$ cat src/rtl/hint_anim_pkg.sv
// Shared state encoding and screen geometry for the hint banner animation.
package hint_anim_pkg;

  localparam int SCREEN_W = 640;
  localparam int SCREEN_H = 480;

  typedef enum logic [2:0] {
    ST_IDLE      = 3'd0,
    ST_SLIDE_IN  = 3'd1,
    ST_BLINK     = 3'd2,
    ST_HOLD      = 3'd3,
    ST_SLIDE_OUT = 3'd4
  } anim_state_t;

endpackage

$ cat src/rtl/frame_tick_gen.sv
// One-cycle pulse on the first cycle the scan reaches (0, TICK_Y); reusable
// by any stage that must only move during vertical blanking.
module frame_tick_gen #(
  parameter int TICK_Y = 480
) (
  input  logic       clk,
  input  logic       rst,
  input  logic [9:0] x,
  input  logic [8:0] y,
  output logic       tick
);

  logic raw;
  logic raw_q;

  assign raw  = (y == 9'(TICK_Y)) && (x == 10'd0);
  assign tick = raw & ~raw_q;

  always_ff @(posedge clk or posedge rst) begin
    if (rst) raw_q <= 1'b0;
    else     raw_q <= raw;
  end

endmodule

$ cat src/rtl/hint_anim_ctrl.sv
// Hint banner controller: slide in, blink, hold, slide out; all position
// and visibility changes happen on the blanking frame tick.
module hint_anim_ctrl
  import hint_anim_pkg::*;
#(
  parameter int TARGET_X      = (SCREEN_W - 177) / 2,
  parameter int TARGET_Y      = 227,
  parameter int START_Y       = 480,
  parameter int SLIDE_STEP    = 8,
  parameter int BLINK_FRAMES  = 15,
  parameter int BLINK_TOGGLES = 6,
  parameter int HOLD_FRAMES   = 120,
  parameter int TICK_Y        = SCREEN_H
) (
  input  logic       clk,
  input  logic       rst,
  input  logic [9:0] x,
  input  logic [8:0] y,
  input  logic       trigger,
  input  logic       dismiss,
  output logic [9:0] posx,
  output logic [8:0] posy,
  output logic       isplay,
  output logic       busy
);

  localparam logic [8:0] TY    = 9'(TARGET_Y);
  localparam logic [8:0] SY    = 9'(START_Y);
  localparam logic [8:0] STEP  = 9'(SLIDE_STEP);
  localparam logic [7:0] BLAST = 8'(BLINK_FRAMES - 1);
  localparam logic [7:0] HLAST = 8'(HOLD_FRAMES - 1);
  localparam logic [3:0] TOGS  = 4'(BLINK_TOGGLES);

  anim_state_t state_reg, state_next;
  logic [8:0]  posy_reg, posy_next;
  logic        isplay_reg, isplay_next;
  logic [7:0]  cnt_reg, cnt_next;
  logic [3:0]  tog_reg, tog_next;
  logic        trig_reg, trig_next;
  logic        dism_reg, dism_next;
  logic        tick;
  logic        trig_eff, dism_eff;
  logic [3:0]  tog_inc;

  frame_tick_gen #(.TICK_Y(TICK_Y)) u_tick (
    .clk  (clk),
    .rst  (rst),
    .x    (x),
    .y    (y),
    .tick (tick)
  );

  // A request arriving on the tick cycle itself is honoured on that tick.
  assign trig_eff = trig_reg | trigger;
  assign dism_eff = dism_reg | dismiss;
  assign tog_inc  = tog_reg + 4'd1;

  always_ff @(posedge clk or posedge rst) begin
    if (rst) begin
      state_reg  <= ST_IDLE;
      posy_reg   <= SY;
      isplay_reg <= 1'b0;
      cnt_reg    <= 8'd0;
      tog_reg    <= 4'd0;
      trig_reg   <= 1'b0;
      dism_reg   <= 1'b0;
    end else begin
      state_reg  <= state_next;
      posy_reg   <= posy_next;
      isplay_reg <= isplay_next;
      cnt_reg    <= cnt_next;
      tog_reg    <= tog_next;
      trig_reg   <= trig_next;
      dism_reg   <= dism_next;
    end
  end

  always_comb begin
    state_next  = state_reg;
    posy_next   = posy_reg;
    isplay_next = isplay_reg;
    cnt_next    = cnt_reg;
    tog_next    = tog_reg;
    trig_next   = trig_eff;
    dism_next   = dism_eff;
    if (tick) begin
      trig_next = 1'b0;
      dism_next = 1'b0;
      case (state_reg)
        ST_IDLE: begin
          isplay_next = 1'b0;
          posy_next   = SY;
          if (trig_eff) begin
            state_next = ST_SLIDE_IN;
            cnt_next   = 8'd0;
            tog_next   = 4'd0;
          end
        end
        ST_SLIDE_IN: begin
          isplay_next = 1'b1;
          if (dism_eff) begin
            state_next = ST_SLIDE_OUT;
          end else if (posy_reg - TY <= STEP) begin
            posy_next  = TY;
            cnt_next   = 8'd0;
            tog_next   = 4'd0;
            state_next = ST_BLINK;
          end else begin
            posy_next = posy_reg - STEP;
          end
        end
        ST_BLINK: begin
          if (dism_eff) begin
            isplay_next = 1'b1;
            state_next  = ST_SLIDE_OUT;
          end else if (cnt_reg == BLAST) begin
            cnt_next = 8'd0;
            if (tog_inc == TOGS) begin
              tog_next    = 4'd0;
              isplay_next = 1'b1;
              state_next  = ST_HOLD;
            end else begin
              tog_next    = tog_inc;
              isplay_next = ~isplay_reg;
            end
          end else begin
            cnt_next = cnt_reg + 8'd1;
          end
        end
        ST_HOLD: begin
          isplay_next = 1'b1;
          cnt_next    = cnt_reg + 8'd1;
          if (dism_eff || (HOLD_FRAMES != 0 && cnt_reg == HLAST)) begin
            state_next = ST_SLIDE_OUT;
          end
        end
        ST_SLIDE_OUT: begin
          isplay_next = 1'b1;
          if (trig_eff) begin
            state_next = ST_SLIDE_IN;
          end else if (SY - posy_reg <= STEP) begin
            posy_next   = SY;
            isplay_next = 1'b0;
            state_next  = ST_IDLE;
          end else begin
            posy_next = posy_reg + STEP;
          end
        end
        default: state_next = ST_IDLE;
      endcase
    end
  end

  assign posx   = 10'(TARGET_X);
  assign posy   = posy_reg;
  assign isplay = isplay_reg;
  assign busy   = (state_reg != ST_IDLE);

endmodule

$ cat config.mk
export PLATFORM = sky130hd
export DESIGN_NAME = hint_anim_ctrl
export DESIGN_NICKNAME = d
export VERILOG_FILES = /design/src/rtl/hint_anim_pkg.sv /design/src/rtl/frame_tick_gen.sv /design/src/rtl/hint_anim_ctrl.sv
export SDC_FILE = /design/constraint.sdc
export NUM_CORES = 1
export LEC_CHECK = 0
export BUFFER_PORTS_ARGS = -buffer_cell sky130_fd_sc_hd__buf_2
export CELL_PAD_IN_SITES_DETAIL_PLACEMENT = 0
export CELL_PAD_IN_SITES_GLOBAL_PLACEMENT = 1
export CORE_MARGIN = 2
export CORE_UTILIZATION = 41
export DETAILED_ROUTE_END_ITERATION = 16
export HOLD_SLACK_MARGIN = 0.08
export PLACE_DENSITY_LB_ADDON = 0.1
export SYNTH_ARGS = -nofsm -noshare
export SYNTH_HDL_FRONTEND = slang
export SYNTH_HIERARCHICAL = 1
export SYNTH_SLANG_ARGS = --single-unit
$ cat constraint.sdc
create_clock -name clk -period 3.7 [get_ports clk]
set_input_delay 0.74 -clock clk [delete_from_list [all_inputs] [get_ports clk]]
set_output_delay 0.74 -clock clk [all_outputs]
set_load 0.03 [all_outputs]
# Word-level counts from Yosys, hierarchy flattened
# Index checks and enable logic that the tools add are counted.
dict set report op_classes {
  addsub 6
  magnitude_cmp 2
  n_eq_ne 19
  n_mux 36
  n_bitwise 5
  reduce_logical 15
}
# cell n
set op_table {}
lappend op_table {{$mux 8} 5}
lappend op_table {{$mux 9} 4}
lappend op_table {{$pmux 8 s4} 1}
lappend op_table {{$mux 3} 9}
lappend op_table {{$pmux 9 s3} 1}
lappend op_table {{$mux 4} 6}
lappend op_table {{$le 9x4->1 const B} 2}
lappend op_table {{$pmux 3 s5} 1}
lappend op_table {{$ne 2x2->1 const B} 7}
lappend op_table {{$reduce_and 7->1} 2}
lappend op_table {{$ne 3x3->1 const B} 4}
lappend op_table {{$pmux 4 s3} 1}
lappend op_table {{$logic_not 10->1} 1}
lappend op_table {{$add 9x4->9 const B} 1}
lappend op_table {{$eq 9x9->1 const B} 1}
lappend op_table {{$reduce_bool 3->1} 3}
lappend op_table {{$sub 9x4->9 const B} 1}
lappend op_table {{$sub 9x8->9 const B} 1}
lappend op_table {{$sub 9x9->9 const A} 1}
lappend op_table {{$add 8x1->8 const B} 1}
lappend op_table {{$eq 8x4->1 const B} 1}
lappend op_table {{$eq 8x7->1 const B} 1}
lappend op_table {{$reduce_bool 4->1} 2}
lappend op_table {{$mux 1} 7}
lappend op_table {{other kinds (16)} 19}
dict set report word_totals {
  reg_bits 28
  input_bits 23
  out_inout_bits 21
  wordCells 91
}

# Depth between registers and ports, before layout
# Gate-level depths: netlist of run 1.
dict set report logic_depth {
  ltp_word 6
  depth_mapped 11
}

# Hierarchy
# Netlist of run 1, hierarchy kept.
# module instances cells_per_inst area_per_inst_um2
set modules_own_cells {}
lappend modules_own_cells {hint_anim_ctrl 1 252 2118.3}
lappend modules_own_cells {frame_tick_gen 1 11 93.8}

# Worst setup path after synthesis of run 1
# Ideal clock, no wire load.
dict set report synth_timing {
  path_kind {input to register}
  start {input y[1]}
  end {register cnt_reg[3]}
  arrival_ns 3.066
  required_time_ns 3.621
  path_slack_ns 0.554
  cell_stages 7
  n_path_buf 1
  cell_sequence {or4_4 > nor3_1 > o311ai_0 > nand3b_1 > clkbuf_1 > or4_1 > a21oi_1}
}
dict set report synth_between {
  elab_chain_cells 4
}
# element line
set synth_lines {}
lappend synth_lines {{start, declared} hint_anim_ctrl.sv:18} ;# input logic [8:0] y,
lappend synth_lines {{$eq 9x9->1} frame_tick_gen.sv:16} ;# assign raw = (y == 9'(TICK_Y)) && (x == 10'd0);
lappend synth_lines {{$logic_and 1x1->1} frame_tick_gen.sv:16}
lappend synth_lines {{$and 1x1->1} frame_tick_gen.sv:17} ;# assign tick = raw & ~raw_q;
lappend synth_lines {{named net tick} hint_anim_ctrl.sv:41} ;# logic tick;
lappend synth_lines {{$reduce_and 6->1 (no line)} -}
lappend synth_lines {{end signal, assigned} hint_anim_ctrl.sv:71} ;# cnt_reg <= cnt_next;
lappend synth_lines {{end, declared} hint_anim_ctrl.sv:37} ;# logic [7:0] cnt_reg, cnt_next;
# The timed path passes the listed nets, and every way through them passes these cells.
# A chain may end at the register's enable or synchronous reset.

# Worst setup path after layout of run 1
dict set report layout_timing {
  start {register posy_reg[1] (netlist: posy[1])}
  end {register cnt_reg[0]}
}
dict set report layout_between {
  elab_chain_cells 4
}
# element line
set layout_lines {}
lappend layout_lines {{start, declared} hint_anim_ctrl.sv:35} ;# logic [8:0] posy_reg, posy_next;
lappend layout_lines {{start signal, assigned} hint_anim_ctrl.sv:69} ;# posy_reg <= posy_next;
lappend layout_lines {{$sub 9x8->9} hint_anim_ctrl.sv:103} ;# end else if (posy_reg - TY <= STEP) begin
lappend layout_lines {{$le 9x4->1} hint_anim_ctrl.sv:103}
lappend layout_lines {{$ne 2x2->1 (no line)} -}
lappend layout_lines {{$reduce_and 6->1 (no line)} -}
# Every way passes these cells.

==> impl_metrics.tcl, run 1 <==
set metrics [dict create \
    synth-edff-count 0 \
    p_sw_share_pct 23.1 \
    syn-cell-area_um2 2210 \
    p_sw_uw 117 \
    crit_family "compound AO/OA/AOI/OAI gates" \
    period_minus_slack_ns 3.02 \
    portBuffers 32 \
    nets 323 \
    netlist_instances 263 \
    synth_compound_area_share_pct 24.8 \
    largest_reg_flops 8 \
    fill_cells 512 \
    dieArea_um2 6000 \
    synth_fa_ha_area_share_pct 5.66 \
    cp_data_arrival_time_ns 3.18 \
    p_comb_share_pct 6.7 \
    dieWidth_um 77.5 \
    vias 1996 \
    synth_cell_type_count 64 \
    cts-root-buf "clkbuf_8" \
    regArea_um2 656 \
    grt_pass1_vias 1839 \
    power_density_nw_per_um2 208 \
    ant_nets 0 \
    synth-simple-area-share_pct 25.0 \
    synth_seq_cells 26 \
    synthArstFlopShare_pct 100 \
    hold_buffers 0 \
    gp_congestion 0.848 \
    status "finished, final reports clean" \
    syn_avg_cell_area_um2 8.41 \
    synth_top_family_by_area "simple AND/OR/NAND/NOR gates" \
    p_leak_nw 0.970 \
    hp-class "primary input to asynchronous set/reset pin" \
    hold_violations 0 \
    worst_slew_pin_slew_ns 1.04 \
    ys_warn_count 6 \
    setup_viol 0 \
    grt_use_total_pct 18.2 \
    grt_pass1_wl_mm 9.03 \
    muxShareOfSynthArea_pct 2.49 \
    drv_slew 0 \
    seq_power_share_pct 56.2 \
    fin_skew_ns 0.00987 \
    worstPathRequired_ns 3.86 \
    start_util_pct 42.8 \
    post_cts_buffers 0 \
    drive_gt1_share_pct 19.4 \
    critPathMaxStageDelay_ns 0.67 \
    met1_length_mm 2.78 \
    drtIter0Drc 99 \
    cts_sinks 26 \
    crit_fanout 20 \
    fmax_mhz 331 \
    ioPinCount 44 \
    worst_skew_pair.late_latency_ns 0.28 \
    ys_seq_area_share_pct 29.6 \
    core.rowCount 26 \
    drc 0 \
    setup_tns_ns 0 \
    via_per_inst 5.56 \
    end_kind "flip-flop" \
    finalCritPeriodShare_pct 81.6 \
    drt-wirelength-per-cell_um 15.0 \
    path_cells "inv_1 -> ha_1 -> nor2b_1 -> o21ai_0 -> a21oi_1 -> a21oi_2 -> nand2b_1 -> mux2_2" \
    ir_worst_vdd_mv 0.147 \
    finalCoreUtilization_pct 47.0 \
    multi_input_area_um2 1380 \
    area_growth_pct 9.95 \
    rsz0062_at_grt "no" \
    num_antenna_cells 0 \
    cts_resized 0 \
    fp.coreArea_um2 5170 \
    cts_tree "done" \
    htree_num_levels 1 \
    cts_made_buffers 3 \
    worst_setup_path_start_kind "flip-flop" \
    intPower_uw 389 \
    top_layer "met4" \
    path_class "flip-flop to flip-flop" \
    grt_start_max_net_pins 26 \
    clockBufferDepth 2 \
    slew_headroom_pct 30.6 \
    overflow 0 \
    drv_cap 0 \
    critPathSlowestCell "a21oi_2" \
    wl_met2_mm 2.28 \
    wl_mm 5.39 \
    power_frac_clock_pct 37.2 \
    cts.clk_slew.worst_paths_ns 0.10 \
    dp_hpwl_mm 3.96 \
    drtPass1Iterations 4 \
    critPathBufInv 1 \
    die_h_um 77.5 \
    synthXorXnorAreaFrac_pct 2.38 \
    ys.flop_type "dfrtp_1" \
    wl_met3_um 311 \
    antenna_found_initial 0 \
]
routing by layer:
layer | vias to the layer above | GRT usage (%)
met5 | - | 0
met4 | 0 | 2.32
met3 | 2 | 3.02
met2 | 66 | 28.1
met1 | 915 | 27.5
li1 | 1013 | -
cell usage in the layout (no fill, tap or decap), drive strengths merged, types with 11 or more instances in the layout:
cell type / instances
a21oi: 20
conb: 11
buf: 36
nand3: 18
inv: 17
nand2: 17
o21ai: 13
dfrtp: 22
nor2: 13
stage by stage:
step	hold slack [ns]	instance area [µm²]	power, mW	setup WS [ns]	instances
after CTS	0.290	2430	0.514	0.725	359
after detailed placement	0.540	2380	0.324	0.487	355
after global routing	0.280	2430	0.533	0.443	359
after global placement	0.547	2380	0.323	0.561	355
after floorplan	0.469	2250	0.319	0.554	272
final	0.296	2430	0.506	0.682	359
Yosys cell counts, drive strengths merged, types with 4 or more instances:
library cell / count / share of area, %
o31ai: 10 / 3.4
a2111oi: 4 / 3.3
nor2: 13 / 2.2
mux2: 4 / 2.0
nand3: 18 / 4.1
nor2b: 4 / 1.1
xnor2: 5 / 2.0
dfstp: 4 / 4.8
or4: 10 / 3.6
nand4: 4 / 1.1
o21ai: 13 / 2.9
ha: 10 / 5.7
inv: 17 / 2.9
a211oi: 4 / 1.4
nor3: 6 / 1.4
a21oi: 20 / 4.7
buf: 18 / 5.8
nand2: 17 / 2.9
dfrtp: 22 / 25
clkbuf: 5 / 0.85
final timing paths:
kind                                startpoint                      to  slack (ns)  cells past startpoint
setup reg to reg           posy[1]$_DFFE_PP0P_  cnt_reg[0]$_DFFE_PP0P_        0.68                      8
setup / recovery           posy[1]$_DFFE_PP0P_  cnt_reg[0]$_DFFE_PP0P_        0.68                      8
hold reg to reg             trig_reg$_DFF_PP0_      trig_reg$_DFF_PP0_        0.56                      2
hold / removal                             rst  u_tick/raw_q$_DFF_PP0_        0.30                      2
max in group asynchronous                  rst  cnt_reg[3]$_DFFE_PP0P_        2.36                      2
min in group clk            trig_reg$_DFF_PP0_      trig_reg$_DFF_PP0_        0.56                      2
cell type report:
class                           instances  area share [%]
Tap cell                               70            3.60
Sequential cell                        26            27.0
Clock buffer                            4            2.26
Inverter                               18            2.78
Timing Repair Buffer                   36            7.82
Multi-Input combinational cell        205            56.6
power by group through the flow:
stage          clock (mW)  sequential, mW  combinational [mW]
2_1_floorplan           0           0.290              0.0296
3_3_place_gp            0           0.290              0.0336
3_5_place_dp            0           0.290              0.0343
4_1_cts             0.196           0.284              0.0342
5_1_grt             0.212           0.284              0.0373
6_report            0.188           0.284              0.0337
worst reg2reg max path, cell delays in order (launching register included):
cell and delay, ns:
dfrtp_1 0.50, inv_1 0.11, ha_1 0.23, nor2b_1 0.17, o21ai_0 0.46, a21oi_1 0.18
a21oi_2 0.67, nand2b_1 0.24, mux2_2 0.33
logic make-up after synthesis:
| family | after synthesis |
|---|---|
| compound gates | 76 |
| other cells | 2 |
| buf+inv | 41 |
| simple gates | 97 |
| xor+xnor | 6 |
| mux | 5 |
| fa+ha+maj | 10 |
| flops | 26 |
(Power assumes the default switching activity.)
==> run 2: changes to the inputs <==
--- a/config.mk
+++ b/config.mk
@@ -9,7 +9,7 @@
 export CELL_PAD_IN_SITES_DETAIL_PLACEMENT = 0
 export CELL_PAD_IN_SITES_GLOBAL_PLACEMENT = 1
 export CORE_MARGIN = 2
-export CORE_UTILIZATION = 41
+export CORE_UTILIZATION = 37
 export DETAILED_ROUTE_END_ITERATION = 16
 export HOLD_SLACK_MARGIN = 0.08
 export PLACE_DENSITY_LB_ADDON = 0.1
==> constraint.sdc (replaced) <==
create_clock -name clk -period 2.45 [get_ports clk]
set_input_delay 0.49 -clock clk [delete_from_list [all_inputs] [get_ports clk]]
set_output_delay 0.49 -clock clk [all_outputs]
set_load 0.03 [all_outputs]
==> run 2 against run 1 <==
  * Combinational power grew 66%
  * Largest power group unchanged
  * Flip-flop and latch count is the same
  * Die area grew 10%
  * Hold slack gained 0.16 ns
  * Routed wire length grew 14%
  * Sequential share of layout area shrank 4.1 points
  * Sequential power grew 51%
  * Core utilization grew 2.3 points
  * Count of clock-buffer cells in the layout is the same
  * Largest cell class unchanged
  * Critical endpoint is now cnt_reg[6]$_DFFE_PP0P_
  * Critical path type is now primary input to flip-flop
  * Register-to-register slack lost 0.66 ns
==> impl_metrics.tcl, run 2 (same netlist as run 1, synthesis figures left out) <==
set metrics [dict create \
    r2r_start "u_tick/raw_q$_DFF_PP0_" \
    hold_depth 3 \
    area_growth_pct 30.5 \
    largest_reg_flops 8 \
    crit_fanout 6 \
    fmax_mhz 410 \
    num_antenna_cells 0 \
    antenna_found_initial 0 \
    core.rowCount 28 \
    reg2reg_to "cnt_reg[6]$_DFFE_PP0P_" \
    grt_use_total_pct 18.1 \
    drive_gt1_share_pct 36.4 \
    final_cell_area_um2 2890 \
    finalCoreUtilization_pct 49.4 \
    cts-root-buf "clkbuf_8" \
    path_class "primary input to flip-flop" \
    gp_congestion 0.849 \
    worstPathRequired_ns 2.62 \
    fin_skew_ns 0.00471 \
    rsz0062_at_grt "yes" \
    fp.coreArea_um2 5850 \
    overflow 0 \
    die_h_um 81.3 \
    dieWidth_um 81.3 \
    cp_data_arrival_time_ns 2.61 \
    setup_tns_ns 0 \
    p_leak_nw 1.21 \
    drtIter0Drc 110 \
    final_common_cell "buf_4" \
    hp-class "primary input to flip-flop" \
    finalCritPeriodShare_pct 99.7 \
    vias 2251 \
    whs_endpoint "u_tick/raw_q$_DFF_PP0_" \
    ant_nets 0 \
    worst_setup_path_start_kind "primary input" \
    dp_hpwl_mm 4.37 \
    status "finished, final reports clean" \
    hold_violations 0 \
    drt-wirelength-per-cell_um 15.1 \
    end_kind "flip-flop" \
    dpl-instance-area_um2 2680 \
    start_util_pct 37.8 \
    drv_cap 0 \
    grt_start_max_net_pins 22 \
    drc 0 \
    worst_skew_pair.late_latency_ns 0.27 \
    nets 364 \
    power_density_nw_per_um2 269 \
    portBuffers 32 \
    cts_sinks 26 \
    drtPass1Iterations 5 \
    wl_mm 6.13 \
    dp_cells 392 \
    period_minus_slack_ns 2.44 \
    ir_worst_vdd_mv 0.267 \
    cts_tree "done" \
    setup_viol 0 \
    cts_made_buffers 3 \
    ioPinCount 44 \
    cts.clk_slew.worst_paths_ns 0.10 \
    via_per_inst 5.56 \
    dieArea_um2 6610 \
    reg2reg_slack_ns 0.02 \
    grt_pass1_wl_mm 9.32 \
    final_cells 405 \
    reg2reg_depth 9 \
    p_total_uw 775 \
    drv_slew 0 \
    mostFrequentLayoutCells "39 x buf_4, 33 x buf_2, 19 x dfrtp_1, 17 x nand3_1, 16 x a21oi_1" \
    htree_num_levels 1 \
    hold_start "x[6]" \
    grt_pass1_vias 1941 \
    clockBufferDepth 2 \
]
-- run 2: cell count changes in the layout (fill, tap and decap cells not counted), sizes merged --
cell	before	now
buf	36	75
a21oi	20	21
dlygate4sd3	0	1
-- run 2: report_power, final --
| group | internal, mW | total [mW] | switching [mW] | leakage (nW) |
|---|---|---|---|---|
| Sequential | 0.429 | 0.429 | 0.0000161 | 0.313 |
| Clock | 0.144 | 0.290 | 0.146 | 0.0288 |
| Combinational | 0.0174 | 0.0559 | 0.0385 | 0.864 |
| Total | 0.590 | 0.775 | 0.185 | 1.21 |
-- run 2: worst max-delay path by stage --
stage | from | end | slack, ns | cells after the start
floorplan | posy[4]$_DFFE_PP0P_ | cnt_reg[7]$_DFFE_PP0P_ | -0.08 | 9
global placement | x[0] | posy[7]$_DFFE_PP1P_ | -0.15 | 7
detailed placement | x[0] | posy[7]$_DFFE_PP1P_ | -0.22 | 7
CTS | posy[3]$_DFFE_PP0P_ | posy[4]$_DFFE_PP0P_ | -0.01 | 9
global route | posy[3]$_DFFE_PP0P_ | state_reg[0]$_DFFE_PP0P_ | -0.03 | 9
finish | x[1] | cnt_reg[6]$_DFFE_PP0P_ | 0.009 | 10
-- run 2: critical path: stages --
cell	delay, ns
buf_2	0.10
or4_4	0.54
nor3_4	0.29
o311ai_4	0.15
nand3b_1	0.22
buf_4	0.16
buf_2	0.16
buf_4	0.15
o31ai_1	0.26
a21oi_1	0.10
-- run 2: timing repair --
action,4_1_cts,5_1_grt
endpoints found under the hold margin,1,0
hold buffers,1,0
buffers inserted,1,5
endpoints found under the setup margin,4,18
pin swaps,4,17
gates cloned,0,2
resized for setup,5,15
-- run 2: layout make-up --
| type | count | area (µm²) |
|---|---|---|
| well taps | 75 | 93.8 |
| inverters | 18 | 72.6 |
| repair buffers | 76 | 502 |
| clock buffers | 4 | 55.1 |
| fillers | 568 | 2960 |
| flip-flops and latches | 26 | 659 |
| multi-input cells | 206 | 1510 |
-- run 2: metal layers --
metal	track usage, %	part of all wire (%)	wire, µm
met1	26.9	48	2930
met2	27.8	46	2840
met3	3.22	5.5	337
met4	2.54	0.51	31
met5	0	0	0
-- run 2: through the flow --
stage	hold WS (ns)	setup slack, ns
2_1_floorplan	0.219	-0.0828
3_3_place_gp	0.334	-0.145
3_5_place_dp	0.338	-0.222
4_1_cts	0.444	-0.0119
5_1_grt	0.462	-0.0313
6_report	0.452	0.00852
==> run 3: changes to the inputs <==
--- a/config.mk
+++ b/config.mk
@@ -8,6 +8,7 @@
 export BUFFER_PORTS_ARGS = -buffer_cell sky130_fd_sc_hd__buf_2
 export CELL_PAD_IN_SITES_DETAIL_PLACEMENT = 0
 export CELL_PAD_IN_SITES_GLOBAL_PLACEMENT = 1
+export CORE_ASPECT_RATIO = 1.4
 export CORE_MARGIN = 2
 export CORE_UTILIZATION = 37
 export DETAILED_ROUTE_END_ITERATION = 16
==> run 3 against run 2 <==
  * Critical path depth did not move
  * Combinational power fell by 2%
  * Power rose by 0.19%
  * Flip-flop and latch count did not move
  * Largest power group unchanged
  * Fmax rose by 0.28%
  * Clock skew rose by 0.0030 ns
  * Die area rose by 0.14%
  * Non-clock buffer count rose by 10
  * Count of clock-buffer cells in the layout did not move
  * Cell count rose by 1.2%
  * Core utilization rose by 1.9 points
  * Routed wire length rose by 1.3%
==> impl_metrics.tcl, run 3 (same netlist as run 1, synthesis figures left out) <==
set metrics [dict create \
    num_antenna_cells 0 \
    gp_congestion 0.818 \
    hold_violations 0 \
    largest_reg_flops 8 \
    hp-class "primary input to flip-flop" \
    cp_data_arrival_time_ns 2.65 \
    p_leak_nw 1.26 \
    ant_nets 0 \
    final_common_cell "buf_4" \
    regArea_um2 659 \
    drt-wirelength-per-cell_um 15.2 \
    grt_pass1_vias 2142 \
    finalCoreUtilization_pct 51.3 \
    seq_power_share_pct 55.2 \
    drtPass1Iterations 4 \
    end_kind "flip-flop" \
    dp_cells 393 \
    rsz0062_at_grt "yes" \
    mostFrequentLayoutCells "49 x buf_4, 32 x buf_2, 19 x dfrtp_1, 17 x nand3_1, 15 x a21oi_1" \
    drv_slew 0 \
    start_util_pct 38.0 \
    dieArea_um2 6620 \
    period_minus_slack_ns 2.43 \
    cts.clk_slew.worst_paths_ns 0.10 \
    fp.coreArea_um2 5820 \
    hold_start "x[6]" \
    vias 2250 \
    htree_num_levels 1 \
    crit_fanout 4 \
    status "finished, final reports clean" \
    path_class "flip-flop to flip-flop" \
    worst_hold_slack_ns 0.464 \
    die_h_um 95.5 \
    drtIter0Drc 43 \
    drive_gt1_share_pct 39.7 \
    p_sw_uw 187 \
    final_cells 410 \
    wl_mm 6.21 \
    p_comb_share_pct 7.1 \
    cts_made_buffers 3 \
    worst_setup_path_start_kind "flip-flop" \
    power_frac_clock_pct 37.7 \
    multi_input_area_um2 1530 \
    drc 0 \
    p_sw_share_pct 24.0 \
    area_growth_pct 34.9 \
    setup_viol 0 \
    ioPinCount 44 \
    worstPathRequired_ns 2.66 \
    nets 374 \
    r2r_start "posy[3]$_DFFE_PP0P_" \
    p_total_uw 777 \
    grt_use_total_pct 18.8 \
    cts_tree "done" \
    antenna_found_initial 0 \
    grt_pass1_wl_mm 10.1 \
    worst_skew_pair.late_latency_ns 0.28 \
    drv_cap 0 \
    core.rowCount 33 \
    grt_start_max_net_pins 22 \
    fmax_mhz 411 \
    fin_skew_ns 0.00776 \
    cts-root-buf "clkbuf_8" \
    startpoint "posy[3]$_DFFE_PP0P_" \
    clockBufferDepth 2 \
    setup_tns_ns 0 \
    intPower_uw 590 \
    power_density_nw_per_um2 260 \
    fill_cells 583 \
    ir_worst_vdd_mv 0.186 \
    cts_sinks 26 \
    via_per_inst 5.49 \
    dieWidth_um 69.4 \
    dp_hpwl_mm 4.82 \
    finalCritPeriodShare_pct 99.4 \
    overflow 0 \
    portBuffers 32 \
]
run 3: what timing repair did:
action | in CTS | in global routing
buffers inserted | 7 | 4
gates cloned | 0 | 1
gates resized for setup | 4 | 21
hold endpoints to repair | 1 | 0
hold buffers | 1 | 0
setup endpoints to repair | 13 | 14
pin swaps | 8 | 6
run 3: worst paths after layout:
check                                      endpoint  slack [ns]  cells past startpoint
setup / recovery           state_reg[0]$_DFFE_PP0P_        0.02                     10
max in group asynchronous       posy[7]$_DFFE_PP1P_        1.22                      4
min in group asynchronous    u_tick/raw_q$_DFF_PP0_        0.58                      3
hold / removal               u_tick/raw_q$_DFF_PP0_        0.46                      3
hold reg to reg                 posy[8]$_DFFE_PP1P_        0.57                      2
setup reg to reg           state_reg[0]$_DFFE_PP0P_        0.02                     10
run 3: per-layer routing:
layer / GRT usage, % / share of wire (%)
met3: 1.27 / 1.9
met4: 6.54 / 1.1
met5: 0 / 0
met2: 36.6 / 56
met1: 21.5 / 41
run 3: final cells by class:
type	instances	area share, %
multi-input combinational	206	51.2
timing repair buffer	86	19.5
sequential	26	22.1
inverter	18	2.43
tap	70	2.94
clock buffer	4	1.84
run 3: power by group through the flow:
stage	Sequential (mW)	Combinational, mW	Clock, mW
global placement	0.437	0.0539	0
CTS	0.429	0.0561	0.301
floorplan	0.437	0.0458	0
detailed placement	0.437	0.0547	0
finish	0.429	0.0550	0.293
global route	0.429	0.0610	0.322
run 3: stage by stage:
step / worst slack (ns) / cell area (µm²)
final: 0.0154 / 2980
after global placement: -0.131 / 2720
after detailed placement: -0.144 / 2720
after CTS: -0.00752 / 2860
after global routing: -0.0851 / 2980
after floorplan: -0.0828 / 2320
run 3: critical path: stages (launching register included):
cell and delay [ns]:
dfrtp_2 0.40, inv_4 0.06, ha_4 0.16, nor2b_4 0.14, or3_4 0.40, a2111oi_4 0.34, buf_4 0.19, a31oi_4 0.10
a211oi_2 0.25, buf_4 0.16, mux2i_1 0.16
